`src/rtl/csi_pkg.sv`:
```
// Shared definitions for the CSI-2 packet sequencer: data-type codes,
// the sequencer state encoding and small counter helpers.
package csi_pkg;

  // CSI-2 data types emitted by the sequencer
  localparam logic [5:0] DT_FS    = 6'h00;
  localparam logic [5:0] DT_FE    = 6'h01;
  localparam logic [5:0] DT_RAW10 = 6'h2B;

  // Sequencer states
  typedef enum logic [1:0] {
    ST_IDLE      = 2'd0,
    ST_IN_FRAME  = 2'd1,
    ST_IN_LINE   = 2'd2,
    ST_FRAME_END = 2'd3
  } seq_state_e;

  // Increment that sticks at all-ones instead of wrapping
  function automatic logic [15:0] sat_inc16(input logic [15:0] v);
    logic [15:0] r;
    if (v == 16'hFFFF) begin
      r = v;
    end else begin
      r = v + 16'd1;
    end
    return r;
  endfunction

  // Next frame number: 1..65535, wrapping back to 1 so that 0 never appears
  function automatic logic [15:0] frame_num_next(input logic [15:0] v);
    logic [15:0] r;
    if (v == 16'hFFFF) begin
      r = 16'd1;
    end else begin
      r = v + 16'd1;
    end
    return r;
  endfunction

endpackage

```
`src/rtl/csi_byte_delay.sv`:
```
// Fixed-depth delay line for the payload byte stream. The valid bit and
// data byte travel together so they stay aligned at the output. DEPTH is
// expected in 1..7; the output is taken straight from the last stage flop.
module csi_byte_delay
  import csi_pkg::*;
#(
  parameter int DEPTH = 3
) (
  input  logic       clk,
  input  logic       reset_n,
  input  logic       en_i,
  input  logic [7:0] data_i,
  output logic       en_o,
  output logic [7:0] data_o
);

  logic [DEPTH-1:0]      en_q;
  logic [DEPTH-1:0]      en_d;
  logic [DEPTH-1:0][7:0] data_q;
  logic [DEPTH-1:0][7:0] data_d;

  // Shift every stage one step toward the output
  always_comb begin
    en_d      = {DEPTH{1'b0}};
    data_d    = {DEPTH{8'h00}};
    en_d[0]   = en_i;
    data_d[0] = data_i;
    for (int i = 1; i < DEPTH; i++) begin
      en_d[i]   = en_q[i-1];
      data_d[i] = data_q[i-1];
    end
  end

  // Pipeline registers, cleared on reset so no stale bytes leak out
  always_ff @(posedge clk or negedge reset_n) begin
    if (!reset_n) begin
      en_q   <= {DEPTH{1'b0}};
      data_q <= {DEPTH{8'h00}};
    end else begin
      en_q   <= en_d;
      data_q <= data_d;
    end
  end

  assign en_o   = en_q[DEPTH-1];
  assign data_o = data_q[DEPTH-1];

endmodule

```
`src/rtl/csi_pkt_sequencer.sv`:
```
// CSI-2 packet sequencer. Turns frame/line start/end pulses into
// short-packet (FS/FE) and long-packet (RAW10 line) header strobes, checks
// line length, flags out-of-order pulses and delays the payload bytes so
// they line up with the packer downstream.
//
// Optional build macro CSI_FRAME_NUM_EN: when defined, FS/FE word counts
// carry a 1..65535 frame number; when undefined they are 16'h0000.
module csi_pkt_sequencer
  import csi_pkg::*;
#(
  parameter logic [15:0] LINE_WC    = 16'd800,
  parameter int          DATA_DELAY = 3,
  parameter logic [1:0]  VC_ID      = 2'b00
) (
  input  logic        clk,
  input  logic        reset_n,
  input  logic        fv_start_i,
  input  logic        fv_end_i,
  input  logic        lv_start_i,
  input  logic        lv_end_i,
  input  logic        byte_en_i,
  input  logic [7:0]  byte_data_i,
  input  logic        hs_rdy_i,
  output logic        txfr_en_o,
  output logic        sp_en_o,
  output logic        lp_en_o,
  output logic [1:0]  vc_o,
  output logic [5:0]  dt_o,
  output logic [15:0] wc_o,
  output logic        byte_en_o,
  output logic [7:0]  byte_data_o,
  output logic        len_err_o,
  output logic        seq_err_o,
  output logic [15:0] frame_cnt_o
);

  seq_state_e  state_q;
  seq_state_e  state_d;
  logic        sp_en_q;
  logic        sp_en_d;
  logic        lp_en_q;
  logic        lp_en_d;
  logic [5:0]  dt_q;
  logic [5:0]  dt_d;
  logic [15:0] wc_q;
  logic [15:0] wc_d;
  logic        len_err_q;
  logic        len_err_d;
  logic        seq_err_q;
  logic        seq_err_d;
  logic [15:0] frame_cnt_q;
  logic [15:0] frame_cnt_d;
  logic [15:0] byte_cnt_q;
  logic [15:0] byte_cnt_d;
  logic        txfr_en_q;
  logic        txfr_en_d;

  logic        illegal_s;
  logic [15:0] line_cnt_s;
  logic [15:0] fs_wc_s;
  logic [15:0] fe_wc_s;

`ifdef CSI_FRAME_NUM_EN
  logic [15:0] frame_num_q;
  logic [15:0] frame_num_d;

  // FS carries the number about to be assigned, FE repeats the current one
  assign fs_wc_s = frame_num_next(frame_num_q);
  assign fe_wc_s = frame_num_q;
`else
  assign fs_wc_s = 16'h0000;
  assign fe_wc_s = 16'h0000;
`endif

  // Byte count including a byte that arrives in the same cycle as a line end
  assign line_cnt_s = byte_en_i ? sat_inc16(byte_cnt_q) : byte_cnt_q;

  assign txfr_en_d = hs_rdy_i;

  // Next-state and next-output computation for the packet sequencer
  always_comb begin
    state_d     = state_q;
    sp_en_d     = 1'b0;
    lp_en_d     = 1'b0;
    dt_d        = dt_q;
    wc_d        = wc_q;
    len_err_d   = len_err_q;
    frame_cnt_d = frame_cnt_q;
    byte_cnt_d  = byte_cnt_q;
    illegal_s   = 1'b0;
`ifdef CSI_FRAME_NUM_EN
    frame_num_d = frame_num_q;
`endif
    case (state_q)
      ST_IDLE: begin
        // An FE with nothing open (alone or alongside FS) is dropped
        illegal_s = fv_end_i | lv_start_i | lv_end_i;
        if (fv_start_i) begin
          sp_en_d = 1'b1;
          dt_d    = DT_FS;
          wc_d    = fs_wc_s;
          state_d = ST_IN_FRAME;
`ifdef CSI_FRAME_NUM_EN
          frame_num_d = fs_wc_s;
`endif
        end else begin
          state_d = ST_IDLE;
        end
      end
      ST_IN_FRAME: begin
        // FE wins over a coincident line start; the line start is flagged
        illegal_s = fv_start_i | lv_end_i | (fv_end_i & lv_start_i);
        if (fv_end_i) begin
          sp_en_d     = 1'b1;
          dt_d        = DT_FE;
          wc_d        = fe_wc_s;
          frame_cnt_d = frame_cnt_q + 16'd1;
          state_d     = ST_FRAME_END;
        end else if (lv_start_i) begin
          lp_en_d    = 1'b1;
          dt_d       = DT_RAW10;
          wc_d       = LINE_WC;
          byte_cnt_d = 16'd0;
          state_d    = ST_IN_LINE;
        end else begin
          state_d = ST_IN_FRAME;
        end
      end
      ST_IN_LINE: begin
        illegal_s  = fv_start_i | lv_start_i;
        byte_cnt_d = line_cnt_s;
        if (fv_end_i || lv_end_i) begin
          // Either end pulse closes the line and triggers the length check
          if (line_cnt_s != LINE_WC) begin
            len_err_d = 1'b1;
          end else begin
            len_err_d = len_err_q;
          end
          if (fv_end_i) begin
            sp_en_d     = 1'b1;
            dt_d        = DT_FE;
            wc_d        = fe_wc_s;
            frame_cnt_d = frame_cnt_q + 16'd1;
            state_d     = ST_FRAME_END;
          end else begin
            state_d = ST_IN_FRAME;
          end
        end else begin
          state_d = ST_IN_LINE;
        end
      end
      ST_FRAME_END: begin
        // One settling cycle after FE; any pulse here is out of order
        illegal_s = fv_start_i | fv_end_i | lv_start_i | lv_end_i;
        state_d   = ST_IDLE;
      end
      default: begin
        illegal_s = 1'b0;
        state_d   = ST_IDLE;
      end
    endcase
    seq_err_d = seq_err_q | illegal_s;
  end

  // Sequencer state, sticky flags, counters and registered header outputs
  always_ff @(posedge clk or negedge reset_n) begin
    if (!reset_n) begin
      state_q     <= ST_IDLE;
      sp_en_q     <= 1'b0;
      lp_en_q     <= 1'b0;
      dt_q        <= 6'h00;
      wc_q        <= 16'h0000;
      len_err_q   <= 1'b0;
      seq_err_q   <= 1'b0;
      frame_cnt_q <= 16'h0000;
      byte_cnt_q  <= 16'h0000;
      txfr_en_q   <= 1'b0;
`ifdef CSI_FRAME_NUM_EN
      frame_num_q <= 16'h0000;
`endif
    end else begin
      state_q     <= state_d;
      sp_en_q     <= sp_en_d;
      lp_en_q     <= lp_en_d;
      dt_q        <= dt_d;
      wc_q        <= wc_d;
      len_err_q   <= len_err_d;
      seq_err_q   <= seq_err_d;
      frame_cnt_q <= frame_cnt_d;
      byte_cnt_q  <= byte_cnt_d;
      txfr_en_q   <= txfr_en_d;
`ifdef CSI_FRAME_NUM_EN
      frame_num_q <= frame_num_d;
`endif
    end
  end

  // Payload bytes bypass the state machine through a fixed delay line
  csi_byte_delay #(
    .DEPTH (DATA_DELAY)
  ) u_byte_delay (
    .clk     (clk),
    .reset_n (reset_n),
    .en_i    (byte_en_i),
    .data_i  (byte_data_i),
    .en_o    (byte_en_o),
    .data_o  (byte_data_o)
  );

  assign txfr_en_o   = txfr_en_q;
  assign sp_en_o     = sp_en_q;
  assign lp_en_o     = lp_en_q;
  assign vc_o        = VC_ID;
  assign dt_o        = dt_q;
  assign wc_o        = wc_q;
  assign len_err_o   = len_err_q;
  assign seq_err_o   = seq_err_q;
  assign frame_cnt_o = frame_cnt_q;

endmodule

```
`config.mk`:
```
export PLATFORM = sky130hd
export DESIGN_NAME = csi_pkt_sequencer
export DESIGN_NICKNAME = d
export VERILOG_FILES = /design/src/rtl/csi_pkg.sv /design/src/rtl/csi_byte_delay.sv /design/src/rtl/csi_pkt_sequencer.sv
export SDC_FILE = /design/constraint.sdc
export NUM_CORES = 1
export LEC_CHECK = 0
export CAP_MARGIN = 20
export CORE_ASPECT_RATIO = 1.4
export CORE_UTILIZATION = 35
export DETAILED_ROUTE_END_ITERATION = 16
export PLACE_DENSITY_LB_ADDON = 0.08
export SLEW_MARGIN = 20
export SYNTH_ARGS = -nofsm -noshare
export SYNTH_HDL_FRONTEND = slang
export SYNTH_SLANG_ARGS = --single-unit
```
`constraint.sdc`:
```
create_clock -name clk -period 2 [get_ports clk]
set_clock_uncertainty 0.05 [all_clocks]
set_input_delay 0.4 -clock clk [delete_from_list [all_inputs] [get_ports clk]]
set_output_delay 0.4 -clock clk [all_outputs]
set_load 0.03 [all_outputs]
```
==> out/qor.txt <==
Status = finished, violations left
Failing checks = negative setup slack
Post-Syn Area = 3260 sq um
Yosys reg bits = 68
Final Core Density = 50.8%
Flop2flop setup slack = -0.01 ns
Critical path buffer and inverter count = 1
FF-to-FF End = len_err_o
P&R area growth vs syn = 40.5%
Distinct cell type count after synthesis = 52
ANT nets after route = 0
Starting density of the core = 36.1%
Ports = 70
Startpoint Class = flop
Type of the worst min-delay path = in2async
Die area = 9720 sq um
Total congestion overflow = 0
Worst R2R Start = byte_cnt_q[0]
GPL Wtd Cong = 0.817
Biggest cell delay along the critical path = 0.39 ns
Crit-path slowest cell = dfrtp_2
GRT Overall Usage = 16.0%
Critical path class = reg2reg
Register area share after synthesis = 52.1%
Layout cells sized above 1 = 24.2%
Final Hold Slack = 0.0426 ns
Largest buffer count on any clock path = 2
Synth warn = 0
Design Power = 5.09 mW
Leak = 2.05 nW
Wire per inst = 13.9 um
TritonCTS clock tree = yes
Final worst setup slack = -0.0135 ns
Final wirelength = 7180 um
Ys flop type = dfrtp_1
Pin count of the biggest net entering global routing = 69
Layout Nets = 428
Number of global-route vias before repair = 2505
Clock sink count = 68
Clk Latency, worst-skew pair = 0.33 ns
First-pass GRT wire length = 12000 um
Max frequency = 497 MHz
DR iter-0 viols = 78
Worst-case reg-to-reg path depth = 8
Min Clock Period, post-route = 2.01 ns
EDFF count, synth = 0
Final-report setup violation count = 1
Drc violations = 0
Htree depth = 3
Via density = 4.92
Initial DRT Pass Iterations = 4
Post-Syn Instances = 308
Final Hold Fails = 0
Hold-fix buffers, CTS = 0
Asr flop ratio synth = 100%
Initial antenna violation count = 0
Root Buffer = clkbuf_16
Die Height = 116 um
CP Cell Sequence = ha_4 -> nand4_4 -> o41ai_4 -> buf_4 -> a21o_1 -> a41oi_2 -> nor4b_2 -> a31oi_1
Antenna Cells = 0
Max Slew Vio Count = 0
Synth Area per Inst = 10.6 sq um
Max Cap Viol = 0
Post-DP HPWL = 5110 um
CTS buffer count = 9
VDD IR-drop max = 0.867 mV
Req. time, crit path = 2.15 ns
Die width = 83.6 um
I/O Buffers = 52
Crit path max fanout = 5
Delay-heaviest family, CP = compound AO/OA/AOI/OAI gates
Vias = 2538
Dpl cells = 494
Core ar. = 9030 sq um
Final non-filler cell total = 516
CP arrival = 2.17 ns
Critical Path End Type = flop
Rows = 41
Final worst-path cycle share = 101%
Pwr dens = 1110 nW/um^2
CTS clk-pin slew, worst paths = 0.06 ns
RSZ-0062 raised after global routing = yes
[worst max path at each step]
stage	from	to	slack (ns)	depth (start not counted)
2_1_floorplan	state_q[0]	frame_cnt_o[15]	0.03	8
3_3_place_gp	byte_en_i	len_err_o	-0.30	7
3_5_place_dp	byte_en_i	len_err_o	-0.33	7
4_1_cts	byte_cnt_q[0]	len_err_o	-0.03	9
5_1_grt	byte_cnt_q[0]	len_err_o	-0.11	7
6_report	byte_cnt_q[0]	len_err_o	-0.01	8
[cells by family (layout without fill, tap and decap cells)]
family          count (synthesis)  after routing  synth area share (%)
compound gates                 55             55                  11.0
xor+xnor                       16             16                  4.29
fa+ha+maj                       8              8                  3.07
buf+inv                        44            129                  8.24
flops                          68             68                  52.1
mux                            11             11                  3.49
other cells                     1             17                 0.115
simple gates                  105            105                  17.6
[per-layer routing]
metal | global-route usage [%] | vias to the layer above | part of all wire [%]
met1 | 18.2 | 1229 | 42
met5 | 0 | - | 0
li1 | - | 1234 | -
met4 | 8.81 | 0 | 2.1
met3 | 4.38 | 14 | 3.4
met2 | 27.5 | 61 | 53
[cell usage after synthesis, types with 2 or more instances]
| library cell | instances | area share, % |
|---|---|---|
| a31oi_1 | 3 | 0.58 |
| mux2i_1 | 8 | 2.5 |
| nor2_1 | 21 | 2.4 |
| nor3b_1 | 2 | 0.46 |
| mux2_2 | 3 | 1.0 |
| inv_1 | 8 | 0.92 |
| xnor2_1 | 14 | 3.8 |
| nand2_1 | 28 | 3.2 |
| nand4_1 | 11 | 2.1 |
| nand3b_1 | 2 | 0.46 |
| o22ai_1 | 2 | 0.38 |
| clkbuf_2 | 2 | 0.31 |
| buf_4 | 23 | 5.3 |
| or2_2 | 3 | 0.58 |
| and2_1 | 3 | 0.58 |
| nor4_1 | 3 | 0.58 |
| ha_1 | 8 | 3.1 |
| nor3_2 | 2 | 0.61 |
| or3_1 | 2 | 0.38 |
| and4_1 | 2 | 0.54 |
| buf_2 | 6 | 0.92 |
| nand3_1 | 12 | 1.8 |
| o31ai_1 | 2 | 0.46 |
| xor2_1 | 2 | 0.54 |
| o21ai_1 | 9 | 1.4 |
| a21oi_1 | 9 | 1.4 |
| nor2b_1 | 2 | 0.38 |
| a22oi_1 | 2 | 0.46 |
| and3_1 | 4 | 0.77 |
| dfrtp_1 | 68 | 52 |
| nand4_2 | 2 | 0.77 |
| nor3_1 | 3 | 0.46 |
| buf_1 | 2 | 0.23 |
| a21o_1 | 3 | 0.69 |
| a22o_1 | 5 | 1.3 |
| o21ai_0 | 11 | 1.7 |
[through the flow]
| stage | cell area [sq um] | setup slack [ns] | setup TNS (ns) |
|---|---|---|---|
| final | 4580 | -0.0135 | -0.0135 |
| after global routing | 4580 | -0.108 | -0.169 |
| after CTS | 4510 | -0.0259 | -0.0259 |
| after detailed placement | 4120 | -0.327 | -2.63 |
| after global placement | 4120 | -0.300 | -2.42 |
| after floorplan | 3350 | 0.0265 | 0 |
[flip-flops by register name, summed over array words and instances (netlist names)]
signal               count
byte_cnt_q              16
frame_cnt_o             16
u_byte_delay.data_d     16
u_byte_delay.data_o      8
u_byte_delay.en_q        3
state_q                  2
dt_o                     1
len_err_o                1
lp_en_o                  1
seq_err_o                1
sp_en_o                  1
txfr_en_o                1
wc_o                     1
[worst reg2reg max path: stages (launching register included)]
cell and delay [ns]:
dfrtp_2 0.39, ha_4 0.16, nand4_4 0.11, o41ai_4 0.37
buf_4 0.19, a21o_1 0.11, a41oi_2 0.13, nor4b_2 0.28
a31oi_1 0.10
[report_power, final]
part | internal (mW) | switching (mW) | leakage, nW | total [mW]
Sequential | 1.53 | 0.0997 | 0.854 | 1.63
Clock | 1.03 | 0.590 | 0.152 | 1.62
Combinational | 0.786 | 1.05 | 1.04 | 1.84
Total | 3.35 | 1.74 | 2.05 | 5.09
[area by class of cell]
cell class	instances	area, sq um
clock buffers	11	253
clock inverters	5	60.1
fillers	827	4450
inverters	9	33.8
multi-input cells	212	1470
flip-flops and latches	68	1700
well taps	107	134
repair buffers	104	928
[repair_timing]
action,4_1_cts,5_1_grt
setup buffers,6,0
pin swaps,4,4
resized for setup,6,15
endpoints found under the setup margin,4,7
[cell usage in the layout (no fill, tap or decap), types with 4 or more instances in the layout]
| cell | synthesis | final |
|---|---|---|
| a21oi_1 | 9 | 9 |
| a22o_1 | 5 | 5 |
| and3_1 | 4 | 4 |
| buf_4 | 23 | 49 |
| clkbuf_16 | 0 | 9 |
| clkdlybuf4s50_1 | 0 | 50 |
| conb_1 | 1 | 17 |
| dfrtp_1 | 68 | 66 |
| ha_1 | 8 | 7 |
| inv_1 | 8 | 8 |
| mux2i_1 | 8 | 8 |
| nand2_1 | 28 | 25 |
| nand3_1 | 12 | 12 |
| nand4_1 | 11 | 11 |
| nor2_1 | 21 | 20 |
| o21ai_0 | 11 | 11 |
| o21ai_1 | 9 | 9 |
| xnor2_1 | 14 | 14 |
No activity file was read; power rests on OpenSTA's default activity.
